==> src/rtl/dcache_line_filler_pkg.sv <==
// Shared types and helpers for the data-cache line filler.
package dcache_line_filler_pkg;

  localparam int LINE_BEATS = 4;
  localparam int WORD_W     = 32;
  localparam int LINE_W     = 128;
  localparam int LINE_BYTES = 16;

  typedef enum logic [1:0] {
    FILL_IDLE = 2'd0,
    FILL_XFER = 2'd1,
    FILL_DONE = 2'd2
  } fill_state_e;

  // Request as latched from the cache at accept time.
  typedef struct packed {
    logic                  rwn;
    logic [15:0]           addr;
    logic [LINE_BYTES-1:0] commit;
    logic [LINE_W-1:0]     wdata;
  } fill_req_t;

  // Word-aligned bus address of word idx within the line holding addr.
  function automatic logic [15:0] beat_addr(input logic [15:0] addr, input logic [1:0] idx);
    return {addr[15:4], idx, 2'b00};
  endfunction

  // Word idx of a 128-bit line.
  function automatic logic [WORD_W-1:0] word_of(input logic [LINE_W-1:0] line, input logic [1:0] idx);
    logic [LINE_BEATS-1:0][WORD_W-1:0] w;
    w = line;
    return w[idx];
  endfunction

endpackage

==> src/rtl/line_merge.sv <==
// Byte-mask merge: lane i takes a when m[i] is set, else b.
module line_merge #(
  parameter int NUM_LANES = 16,
  parameter int VEC_W     = 8
) (
  input  logic [NUM_LANES-1:0][VEC_W-1:0] a,
  input  logic [NUM_LANES-1:0][VEC_W-1:0] b,
  input  logic [NUM_LANES-1:0]            m,
  output logic [NUM_LANES-1:0][VEC_W-1:0] y
);

  for (genvar i = 0; i < NUM_LANES; i++) begin : g_lane
    assign y[i] = m[i] ? a[i] : b[i];
  end

endmodule

==> src/rtl/dcache_line_filler.sv <==
// Line filler: moves one 128-bit line over a 32-bit handshaked bus,
// critical word first, and hands read lines back merged with write-miss bytes.
module dcache_line_filler
  import dcache_line_filler_pkg::*;
#(
  parameter int TIMEOUT = 255
) (
  input  logic                  sys_clk,
  input  logic                  sys_rst,
  input  logic                  mem_request,
  input  logic                  mem_rwn,
  input  logic [15:0]           mem_addr,
  input  logic [LINE_BYTES-1:0] mem_commit,
  input  logic [LINE_W-1:0]     mem_write_data,
  output logic                  mem_finish,
  output logic                  mem_partial,
  output logic                  mem_replace,
  output logic [4:0]            mem_replace_set,
  output logic [6:0]            mem_replace_tag,
  output logic [LINE_W-1:0]     mem_replace_dat,
  output logic                  bus_req,
  output logic                  bus_we,
  output logic [15:0]           bus_addr,
  output logic [WORD_W-1:0]     bus_wdata,
  input  logic                  bus_ack,
  input  logic [WORD_W-1:0]     bus_rdata,
  input  logic                  bus_err
);

  localparam int TO_W = $clog2(TIMEOUT + 1);

  fill_state_e state_q, state_d;
  fill_req_t   req_q, req_d;
  logic [LINE_BEATS-1:0][WORD_W-1:0] buf_q, buf_d;
  logic [1:0]      beat_q, beat_d, idx_q, idx_d, idx_nxt;
  logic [TO_W-1:0] to_q, to_d;

  logic              req_out_d, we_d, finish_d, partial_d, replace_d;
  logic [15:0]       baddr_d;
  logic [WORD_W-1:0] bwdata_d;
  logic [4:0]        set_d;
  logic [6:0]        tag_d;
  logic [LINE_W-1:0] dat_d, mrg_a, mrg_y;
  logic [LINE_BYTES-1:0] mrg_m;
  logic              beat_fail, beat_last;

  assign idx_nxt = idx_q + 2'd1;

  // Error on ack+err, or when this stalled cycle would bring the wait count to TIMEOUT.
  assign beat_fail = bus_ack ? bus_err : (to_q == TO_W'(TIMEOUT - 1));
  assign beat_last = bus_ack && !bus_err && (beat_q == 2'(LINE_BEATS - 1));

  // In IDLE the merge sees the live request so a full-commit read can finish straight away.
  assign mrg_a = (state_q == FILL_IDLE) ? mem_write_data : req_q.wdata;
  assign mrg_m = (state_q == FILL_IDLE) ? mem_commit     : req_q.commit;

  line_merge #(.NUM_LANES(LINE_BYTES), .VEC_W(8)) u_merge (
    .a (mrg_a),
    .b (buf_d),
    .m (mrg_m),
    .y (mrg_y)
  );

  // Line buffer: empty while idle, takes each good read beat into its word slot.
  always_comb begin
    buf_d = buf_q;
    if (state_q == FILL_IDLE)
      buf_d = '0;
    else if (state_q == FILL_XFER && req_q.rwn && bus_ack && !bus_err)
      buf_d[idx_q] = bus_rdata;
  end

  // Next-state and next-output decode; every output is registered from these.
  always_comb begin
    state_d   = state_q;
    req_d     = req_q;
    beat_d    = beat_q;
    idx_d     = idx_q;
    to_d      = to_q;
    req_out_d = bus_req;
    we_d      = bus_we;
    baddr_d   = bus_addr;
    bwdata_d  = bus_wdata;
    finish_d  = 1'b0;
    partial_d = 1'b0;
    replace_d = 1'b0;
    set_d     = '0;
    tag_d     = '0;
    dat_d     = '0;
    unique case (state_q)
      FILL_IDLE: begin
        if (mem_request) begin
          req_d.rwn    = mem_rwn;
          req_d.addr   = mem_addr;
          req_d.commit = mem_commit;
          req_d.wdata  = mem_write_data;
          beat_d       = '0;
          idx_d        = mem_addr[3:2];
          to_d         = '0;
          if (mem_rwn && (&mem_commit)) begin
            state_d   = FILL_DONE;
            finish_d  = 1'b1;
            replace_d = 1'b1;
            set_d     = mem_addr[8:4];
            tag_d     = mem_addr[15:9];
            dat_d     = mrg_y;
          end else begin
            state_d   = FILL_XFER;
            req_out_d = 1'b1;
            we_d      = ~mem_rwn;
            baddr_d   = beat_addr(mem_addr, mem_addr[3:2]);
            bwdata_d  = mem_rwn ? '0 : word_of(mem_write_data, mem_addr[3:2]);
          end
        end
      end
      FILL_XFER: begin
        if (beat_fail || beat_last) begin
          state_d   = FILL_DONE;
          req_out_d = 1'b0;
          we_d      = 1'b0;
          baddr_d   = '0;
          bwdata_d  = '0;
          finish_d  = 1'b1;
          partial_d = beat_fail;
          replace_d = req_q.rwn;
          if (req_q.rwn) begin
            set_d = req_q.addr[8:4];
            tag_d = req_q.addr[15:9];
            dat_d = mrg_y;
          end
        end else if (bus_ack) begin
          beat_d   = beat_q + 2'd1;
          idx_d    = idx_nxt;
          to_d     = '0;
          baddr_d  = beat_addr(req_q.addr, idx_nxt);
          bwdata_d = req_q.rwn ? '0 : word_of(req_q.wdata, idx_nxt);
        end else begin
          to_d = to_q + TO_W'(1);
        end
      end
      FILL_DONE: state_d = FILL_IDLE;
      default:   state_d = FILL_IDLE;
    endcase
  end

  // State register.
  always_ff @(posedge sys_clk) begin
    if (sys_rst) state_q <= FILL_IDLE;
    else         state_q <= state_d;
  end

  // Datapath and output registers; reset discards everything in flight.
  always_ff @(posedge sys_clk) begin
    if (sys_rst) begin
      req_q           <= '0;
      buf_q           <= '0;
      beat_q          <= '0;
      idx_q           <= '0;
      to_q            <= '0;
      bus_req         <= 1'b0;
      bus_we          <= 1'b0;
      bus_addr        <= '0;
      bus_wdata       <= '0;
      mem_finish      <= 1'b0;
      mem_partial     <= 1'b0;
      mem_replace     <= 1'b0;
      mem_replace_set <= '0;
      mem_replace_tag <= '0;
      mem_replace_dat <= '0;
    end else begin
      req_q           <= req_d;
      buf_q           <= buf_d;
      beat_q          <= beat_d;
      idx_q           <= idx_d;
      to_q            <= to_d;
      bus_req         <= req_out_d;
      bus_we          <= we_d;
      bus_addr        <= baddr_d;
      bus_wdata       <= bwdata_d;
      mem_finish      <= finish_d;
      mem_partial     <= partial_d;
      mem_replace     <= replace_d;
      mem_replace_set <= set_d;
      mem_replace_tag <= tag_d;
      mem_replace_dat <= dat_d;
    end
  end

endmodule

==> config.mk <==
export PLATFORM = sky130hd
export DESIGN_NAME = dcache_line_filler
export DESIGN_NICKNAME = d
export VERILOG_FILES = /design/src/rtl/dcache_line_filler_pkg.sv /design/src/rtl/line_merge.sv /design/src/rtl/dcache_line_filler.sv
export SDC_FILE = /design/constraint.sdc
export NUM_CORES = 1
export LEC_CHECK = 0
export BUFFER_PORTS_ARGS = -buffer_cell sky130_fd_sc_hd__buf_2
export CAP_MARGIN = 20
export CORE_UTILIZATION = 40
export CTS_CLUSTER_DIAMETER = 60
export DETAILED_ROUTE_END_ITERATION = 16
export GPL_ROUTABILITY_DRIVEN = 0
export SLEW_MARGIN = 20
export SYNTH_ARGS = -nofsm -noshare
export SYNTH_HDL_FRONTEND = slang
export SYNTH_HIERARCHICAL = 1
export SYNTH_SLANG_ARGS = --single-unit
==> constraint.sdc <==
create_clock -name sys_clk -period 3.07 [get_ports sys_clk]
set_clock_uncertainty 0.15 [all_clocks]
set_input_delay 0.1535 -clock sys_clk [delete_from_list [all_inputs] [get_ports sys_clk]]
set_output_delay 0.1535 -clock sys_clk [all_outputs]
set_load 0.02 [all_outputs]
==> results.sh, run 1 <==
export IMPL_holdPathStages=4
export IMPL_yosysSeqAreaShare_pct=44.6
export IMPL_gr_usage_all_layers_pct=25.7
export IMPL_io_pins=391
export IMPL_ys_top_cells_by_area="dfxtp_1 (45%), mux2_2 (14%), mux4_2 (6.6%)"
export IMPL_syn_area_um2=22000
export IMPL_cts_reportedPaths_clkPinSlew_ps=60
export IMPL_port_buffer_count=386
export IMPL_multi_input_area_um2=11300
export IMPL_postCtsResizedCells=0
export IMPL_drc=0
export IMPL_die_area_um2=55900
export IMPL_finalSetupViolations=0
export IMPL_grt_use_met2_pct=40.9
export IMPL_cp_data_arrival_time_ps=3060
export IMPL_period_minus_slack_ps=2670
export IMPL_total_power_uw=16500
export IMPL_synthFlopType="dfxtp_1"
export IMPL_fillers=4885
export IMPL_powerDensity_nw_per_um2=580
export IMPL_fin_nets=2983
export IMPL_grt_max_degree=170
export IMPL_routed_via_density=5.36
export IMPL_p_clk_share_pct=42.1
export IMPL_cap_violations=0
export IMPL_p_comb_share_pct=17.0
export IMPL_seq_area_um2=9810
export IMPL_grt_pass1_wl_mm=112
export IMPL_htree_levels=2
export IMPL_fin_cells=3520
export IMPL_drt_iter0_drc=1507
export IMPL_fp_dieW_um=236
export IMPL_max_freq_mhz=374
export IMPL_synth_distinct_cells=42
export IMPL_core_rowCount=85
export IMPL_tns_ps=0
export IMPL_ant_nets=0
export IMPL_clock_sinks=490
export IMPL_place_area_um2=24600
export IMPL_worst_ep_required_time_ps=3460
export IMPL_outcome="completed"
export IMPL_avgSynthCellArea_um2=9.65
export IMPL_dp_hpwl_mm=47.4
export IMPL_numCtsBuffers=56
export IMPL_end_kind="register"
export IMPL_grt_ovfl_total=0
export IMPL_synth_edf_count=0
export IMPL_area_growth_pct=29.7
export IMPL_p_sw_share_pct=26.8
export IMPL_crit_path_start="state_q[0]"
export IMPL_grt_util_met1_pct=35.2
export IMPL_antenna_found_initial=1
export IMPL_post_synth_top_count_cell="dfxtp_1"
export IMPL_power_leakage_uw=0.0125
export IMPL_post_cts_setup_buffers=0
export IMPL_synth_top_area_share_pct=44.6
export IMPL_ff2ff_setup_slack_ps=400
export IMPL_ctsHoldBuffers=194
export IMPL_yosys_warnings=6
export IMPL_ir_worst_vdd_v=0.000376
export IMPL_report_final_slew_viol_count=0
export IMPL_cts_tree="done"
export IMPL_postLayoutCellArea_um2=28500
export IMPL_cp_start_kind="register"
export IMPL_clkLatencyLatePin_ps=600
export IMPL_num_vias=18884
export IMPL_clock_path_buffers=3
export IMPL_cp_max_fo=50
export IMPL_hold_start="mem_write_data[5]"
export IMPL_die_h_um=236
export IMPL_yosysTopAreaCell="dfxtp_1"
export IMPL_synth_async_reset_ratio_pct=0
export IMPL_critPathKind="reg2reg"
export IMPL_pwr_share_seq_pct=40.9
export IMPL_p_sw_uw=4420
export IMPL_routed_wl_mm=73.6
export IMPL_drive_above_1_share_pct=31.3
export IMPL_wire_per_inst_um=20.9
export IMPL_hold_violations=0
export IMPL_intPower_uw=12100
export IMPL_rsz0062_at_grt="false"
export IMPL_drtPass1Iterations=6
export IMPL_min_period_over_period_pct=87.0
export IMPL_r2r_start="state_q[0]"
export IMPL_r2r_cells=7
export IMPL_hold_class="in2reg"
export IMPL_synth_cells=2279
export IMPL_root_buffer="clkbuf_16"
export IMPL_r2r_end="req_q[33]"
export IMPL_synth_top_cells_by_count="dfxtp_1 (490), nand2_1 (324), nor2_1 (286)"
export IMPL_grt_met3_usage_pct=4.44
export IMPL_whs_ps=213
export IMPL_placed_cells=3222
export IMPL_top_usage_layer="met2"
export IMPL_grt_pass1_vias=18698
export IMPL_worst_pin_slew_ps=956
export IMPL_coreArea_um2=54000
export IMPL_start_util_pct=40.7
export IMPL_slew_headroom_pct=36.3
export IMPL_ys_ff_latch=490
export IMPL_holdPathEnd="req_q[5]"
-- logic make-up after synthesis --
logic type      count (synthesis)  synth area share (%)
fa+ha+maj                       7                 0.398
simple gates                  831                  16.4
xor+xnor                        6                 0.239
other cells                     1                0.0171
buf+inv                       199                  4.19
compound gates                279                  7.76
mux                           466                  26.4
flops                         490                  44.6
-- metal layers --
layer	up-vias	share of wire (%)
li1	8833	-
met1	9140	45
met2	769	46
met3	140	6.6
met4	2	3.0
met5	-	0.018
-- cells in the final DEF, fill, tap and decap left out, types with 12 or more instances in the layout --
cell type and n:
a22oi_1 44, clkbuf_16 57, mux2i_1 130, a222oi_1 12, nand2_1 318, buf_2 385
buf_4 34, a21oi_1 167, dlygate4sd3_1 194, buf_12 21, dfxtp_1 489, a211oi_1 38
nor2_1 284, nor3_1 67, clkbuf_1 16, and2_1 128, mux2_2 272, mux4_2 64
-- worst max-delay path, stage by stage (launching register included) --
cell and delay (ps):
dfxtp_1 310, buf_4 160, nor2_4 380, and2_4 260, buf_4 490, nand2_1 110
a21oi_1 140, dlygate4sd3_1 560
-- cell type report --
class / count / share of cell area [%]
inverters: 4 / 0.0527
repair buffers: 635 / 16.0
well taps: 696 / 3.05
clock buffers: 83 / 5.70
clock inverters: 20 / 1.04
diodes: 1 / 0.00878
flip-flops and latches: 490 / 34.4
multi-input cells: 1591 / 39.8
-- power groups by stage --
stage | Combinational, µW | Clock [µW] | Sequential, µW
floorplan | 1620 | 0 | 6940
global route | 2990 | 7360 | 6780
global placement | 2550 | 0 | 6870
CTS | 2800 | 7100 | 6750
finish | 2810 | 6960 | 6750
detailed placement | 2590 | 0 | 6890
-- sequential cells by signal, summed over array words and instances (netlist names) --
| register | count |
|---|---|
| mem_replace_dat | 128 |
| beat_q | 2 |
| req_q | 157 |
| bus_wdata | 32 |
| mem_replace | 1 |
| bus_addr | 14 |
| to_q | 8 |
| buf_q | 128 |
| state_q | 2 |
| idx_q | 2 |
| mem_replace_tag | 7 |
| mem_replace_set | 5 |
| bus_we | 1 |
| mem_finish | 1 |
| bus_req | 1 |
| mem_partial | 1 |
-- stage by stage --
step,setup slack (ps),utilization (%)
after floorplan,76.8,-
after global placement,564,45.6
after detailed placement,545,45.6
after CTS,450,52.8
after global routing,332,52.8
final,399,52.8
-- how the worst max path moves through the flow --
stage                                to  slack, ps  cells past startpoint
global route                  req_q[33]        330                      6
finish                        req_q[33]        400                      7
detailed placement  mem_replace_dat[33]        540                      8
floorplan                 bus_wdata[21]         80                      9
CTS                           req_q[33]        450                      7
global placement    mem_replace_dat[39]        560                      8
(Power assumes the default switching activity.)
==> run 2: changes to the inputs <==
--- a/config.mk
+++ b/config.mk
@@ -5,12 +5,14 @@
 export SDC_FILE = /design/constraint.sdc
 export NUM_CORES = 1
 export LEC_CHECK = 0
+export ABC_AREA = 1
 export BUFFER_PORTS_ARGS = -buffer_cell sky130_fd_sc_hd__buf_2
 export CAP_MARGIN = 20
 export CORE_UTILIZATION = 40
 export CTS_CLUSTER_DIAMETER = 60
 export DETAILED_ROUTE_END_ITERATION = 16
 export GPL_ROUTABILITY_DRIVEN = 0
+export GPL_TIMING_DRIVEN = 0
 export SLEW_MARGIN = 20
 export SYNTH_ARGS = -nofsm -noshare
 export SYNTH_HDL_FRONTEND = slang
==> run 2 against run 1 <==
The run now ends with setup timing left. Synthesized cell count grew 59%. Core utilization shrank 0.57 points. Largest power group unchanged. Die area grew 8.2%. Critical path type unchanged. Routed wire length grew 41%. Combinational power grew 25%. Setup slack lost 410 ps. Critical path depth grew 3. Sequential power is essentially flat.
==> results.sh, run 2 <==
export IMPL_outcome="finished with violations"
export IMPL_violations="setup timing"
export IMPL_pwr_share_seq_pct=38.0
export IMPL_cp_start_kind="register"
export IMPL_root_buffer="clkbuf_16"
export IMPL_antenna_found_initial=20
export IMPL_grt_util_met1_pct=45.0
export IMPL_clock_path_buffers=3
export IMPL_grt_max_degree=21
export IMPL_syn_area_um2=23800
export IMPL_min_period_over_period_pct=100
export IMPL_p_sw_uw=5540
export IMPL_seq_area_um2=9810
export IMPL_synth_top_cells_by_count="nand2_1 (915), dfxtp_1 (490), nor2_1 (465)"
export IMPL_yosys_warnings=6
export IMPL_total_power_uw=17700
export IMPL_numCtsBuffers=57
export IMPL_synth_cells=3627
export IMPL_hold_class="in2reg"
export IMPL_hold_violations=0
export IMPL_largest_reg_flops=157
export IMPL_r2r_start="state_q[1]"
export IMPL_post_synth_top_count_cell="nand2_1"
export IMPL_io_pins=391
export IMPL_layout_commonest_cell="nand2_1"
export IMPL_drtPass1Iterations=9
export IMPL_fin_ws_ps=-10.6
export IMPL_intPower_uw=12200
export IMPL_cap_violations=0
export IMPL_slew_headroom_pct=14.4
export IMPL_regMostFlops="req_q"
export IMPL_multi_input_area_um2=11300
export IMPL_critPathKind="reg2reg"
export IMPL_max_freq_mhz=325
export IMPL_ys_top_cells_by_area="dfxtp_1 (41%), nand2_1 (14%), o21ai_0 (7.7%)"
export IMPL_dp_hpwl_mm=80.2
export IMPL_p_comb_share_pct=19.8
export IMPL_num_vias=26720
export IMPL_drc=0
export IMPL_synth_async_reset_ratio_pct=0
export IMPL_worst_ep_required_time_ps=3470
export IMPL_crit_path_start="state_q[1]"
export IMPL_drt_iter0_drc=2897
export IMPL_post_cts_setup_buffers=0
export IMPL_synthFlopType="dfxtp_1"
export IMPL_finalSetupViolations=2
export IMPL_power_leakage_uw=0.0138
export IMPL_ys_ff_latch=490
export IMPL_clock_sinks=490
export IMPL_grt_met3_usage_pct=6.50
export IMPL_grt_ovfl_total=0
export IMPL_cp_data_arrival_time_ps=3480
export IMPL_worst_pin_slew_ps=1270
export IMPL_top_usage_layer="met2"
export IMPL_port_buffer_count=385
export IMPL_gr_usage_all_layers_pct=33.5
export IMPL_cts_reportedPaths_clkPinSlew_ps=60
export IMPL_drive_above_1_share_pct=16.6
export IMPL_coreArea_um2=58900
export IMPL_synth_top_area_share_pct=41.2
export IMPL_cts_tree="done"
export IMPL_core_rowCount=89
export IMPL_reg_top3="req_q: 157 flops, buf_q: 128 flops, mem_replace_dat: 128 flops"
export IMPL_ff2ff_setup_slack_ps=-10
export IMPL_routed_wl_mm=104
export IMPL_powerDensity_nw_per_um2=577
export IMPL_fp_dieW_um=246
export IMPL_ant_nets=0
export IMPL_die_area_um2=60500
export IMPL_crit_end="mem_replace_dat[97]"
export IMPL_avgSynthCellArea_um2=6.56
export IMPL_report_final_slew_viol_count=0
export IMPL_post_place_ws_ps=-598
export IMPL_clkLatencyLatePin_ps=630
export IMPL_wire_per_inst_um=20.4
export IMPL_p_sw_share_pct=31.2
export IMPL_rsz0062_at_grt="false"
export IMPL_p_clk_share_pct=42.2
export IMPL_fin_nets=4470
export IMPL_grt_use_met2_pct=51.8
export IMPL_grt_pass1_wl_mm=152
export IMPL_routed_via_density=5.23
export IMPL_cp_max_fo=10
export IMPL_grt_pass1_vias=24468
export IMPL_synth_distinct_cells=31
export IMPL_period_minus_slack_ps=3080
export IMPL_fillers=5966
export IMPL_holdPathStages=3
export IMPL_r2r_cells=10
export IMPL_start_util_pct=40.4
export IMPL_yosysSeqAreaShare_pct=41.2
export IMPL_end_kind="register"
export IMPL_htree_levels=2
export IMPL_ir_worst_vdd_v=0.000421
export IMPL_synth_edf_count=0
export IMPL_mostFrequentLayoutCells="nand2_1 (915), dfxtp_1 (490), nor2_1 (465)"
export IMPL_die_h_um=246
export IMPL_r2r_end="mem_replace_dat[97]"
export IMPL_area_growth_pct=29.2
export IMPL_yosysTopAreaCell="dfxtp_1"
==> run 2: what timing repair did <==
item	in CTS	in global routing
endpoints found under the setup margin	103	69
hold endpoints to repair	442	0
resized for setup	7	11
hold buffers	195	0
==> run 2: cell families (layout without fill, tap and decap cells) <==
kind of cell,Yosys count,in the layout,share of synthesized area (%)
AO/OA/AOI/OAI,615,615,13.2
XOR/XNOR,1,1,0.0368
adder cells (fa/ha/maj),7,7,0.368
buffers and inverters,627,1310,11.3
flip-flops,490,490,41.2
other,1,23,0.0158
AND/OR/NAND/NOR,1886,1886,33.9
==> run 2: metrics by stage <==
stage                     area (µm²)  instances  hold slack (ps)  setup TNS [ps]  util, %
final                          30700       5105              184           -13.5     52.2
after global routing           30700       5099              203               0     52.2
after CTS                      30700       5084              159               0     52.1
after detailed placement       26700       4786              281          -20980     45.3
after global placement         26700       4786              275          -20150     45.3
after floorplan                23800       3628              147               0        -
==> run 2: per-layer routing <==
metal	up-vias	routed length, µm	share of wire [%]
met4	6	4880	4.7
met5	-	41	0.039
met2	1484	45400	44
met3	291	11000	11
li1	12861	-	-
met1	12078	42600	41
==> run 2: worst min path at each step <==
stage,start,end,slack (ps)
4_1_cts,sys_rst,buf_q[110],160
2_1_floorplan,mem_addr[4],req_q[148],150
6_report,sys_rst,buf_q[110],180
3_5_place_dp,mem_addr[4],req_q[148],280
3_3_place_gp,mem_addr[5],req_q[149],280
5_1_grt,sys_rst,buf_q[103],200
==> run 2: power groups by stage <==
| stage | Combinational (µW) | Sequential, µW | Clock (µW) |
|---|---|---|---|
| floorplan | 1810 | 6940 | 0 |
| global placement | 3150 | 6870 | 0 |
| detailed placement | 3160 | 6870 | 0 |
| CTS | 3390 | 6740 | 7550 |
| global route | 3760 | 6760 | 7830 |
| finish | 3520 | 6740 | 7490 |
==> run 2: layout make-up <==
class / instances / share of cell area, %
repair buffers: 580 / 12.6
clock buffers: 74 / 5.11
flip-flops and latches: 490 / 31.9
inverters: 365 / 4.46
multi-input cells: 2511 / 36.8
plain buffers: 260 / 4.30
clock inverters: 31 / 1.51
diodes: 21 / 0.171
well taps: 773 / 3.15
==> run 2: critical path, stage by stage (launching register included) <==
cell	delay, ps
dfxtp_1	330
nor2_2	340
buf_2	380
clkbuf_1	520
clkbuf_2	450
nand2_1	100
o21ai_0	270
nand2_1	180
nand2_1	100
inv_1	50
nor2_2	120
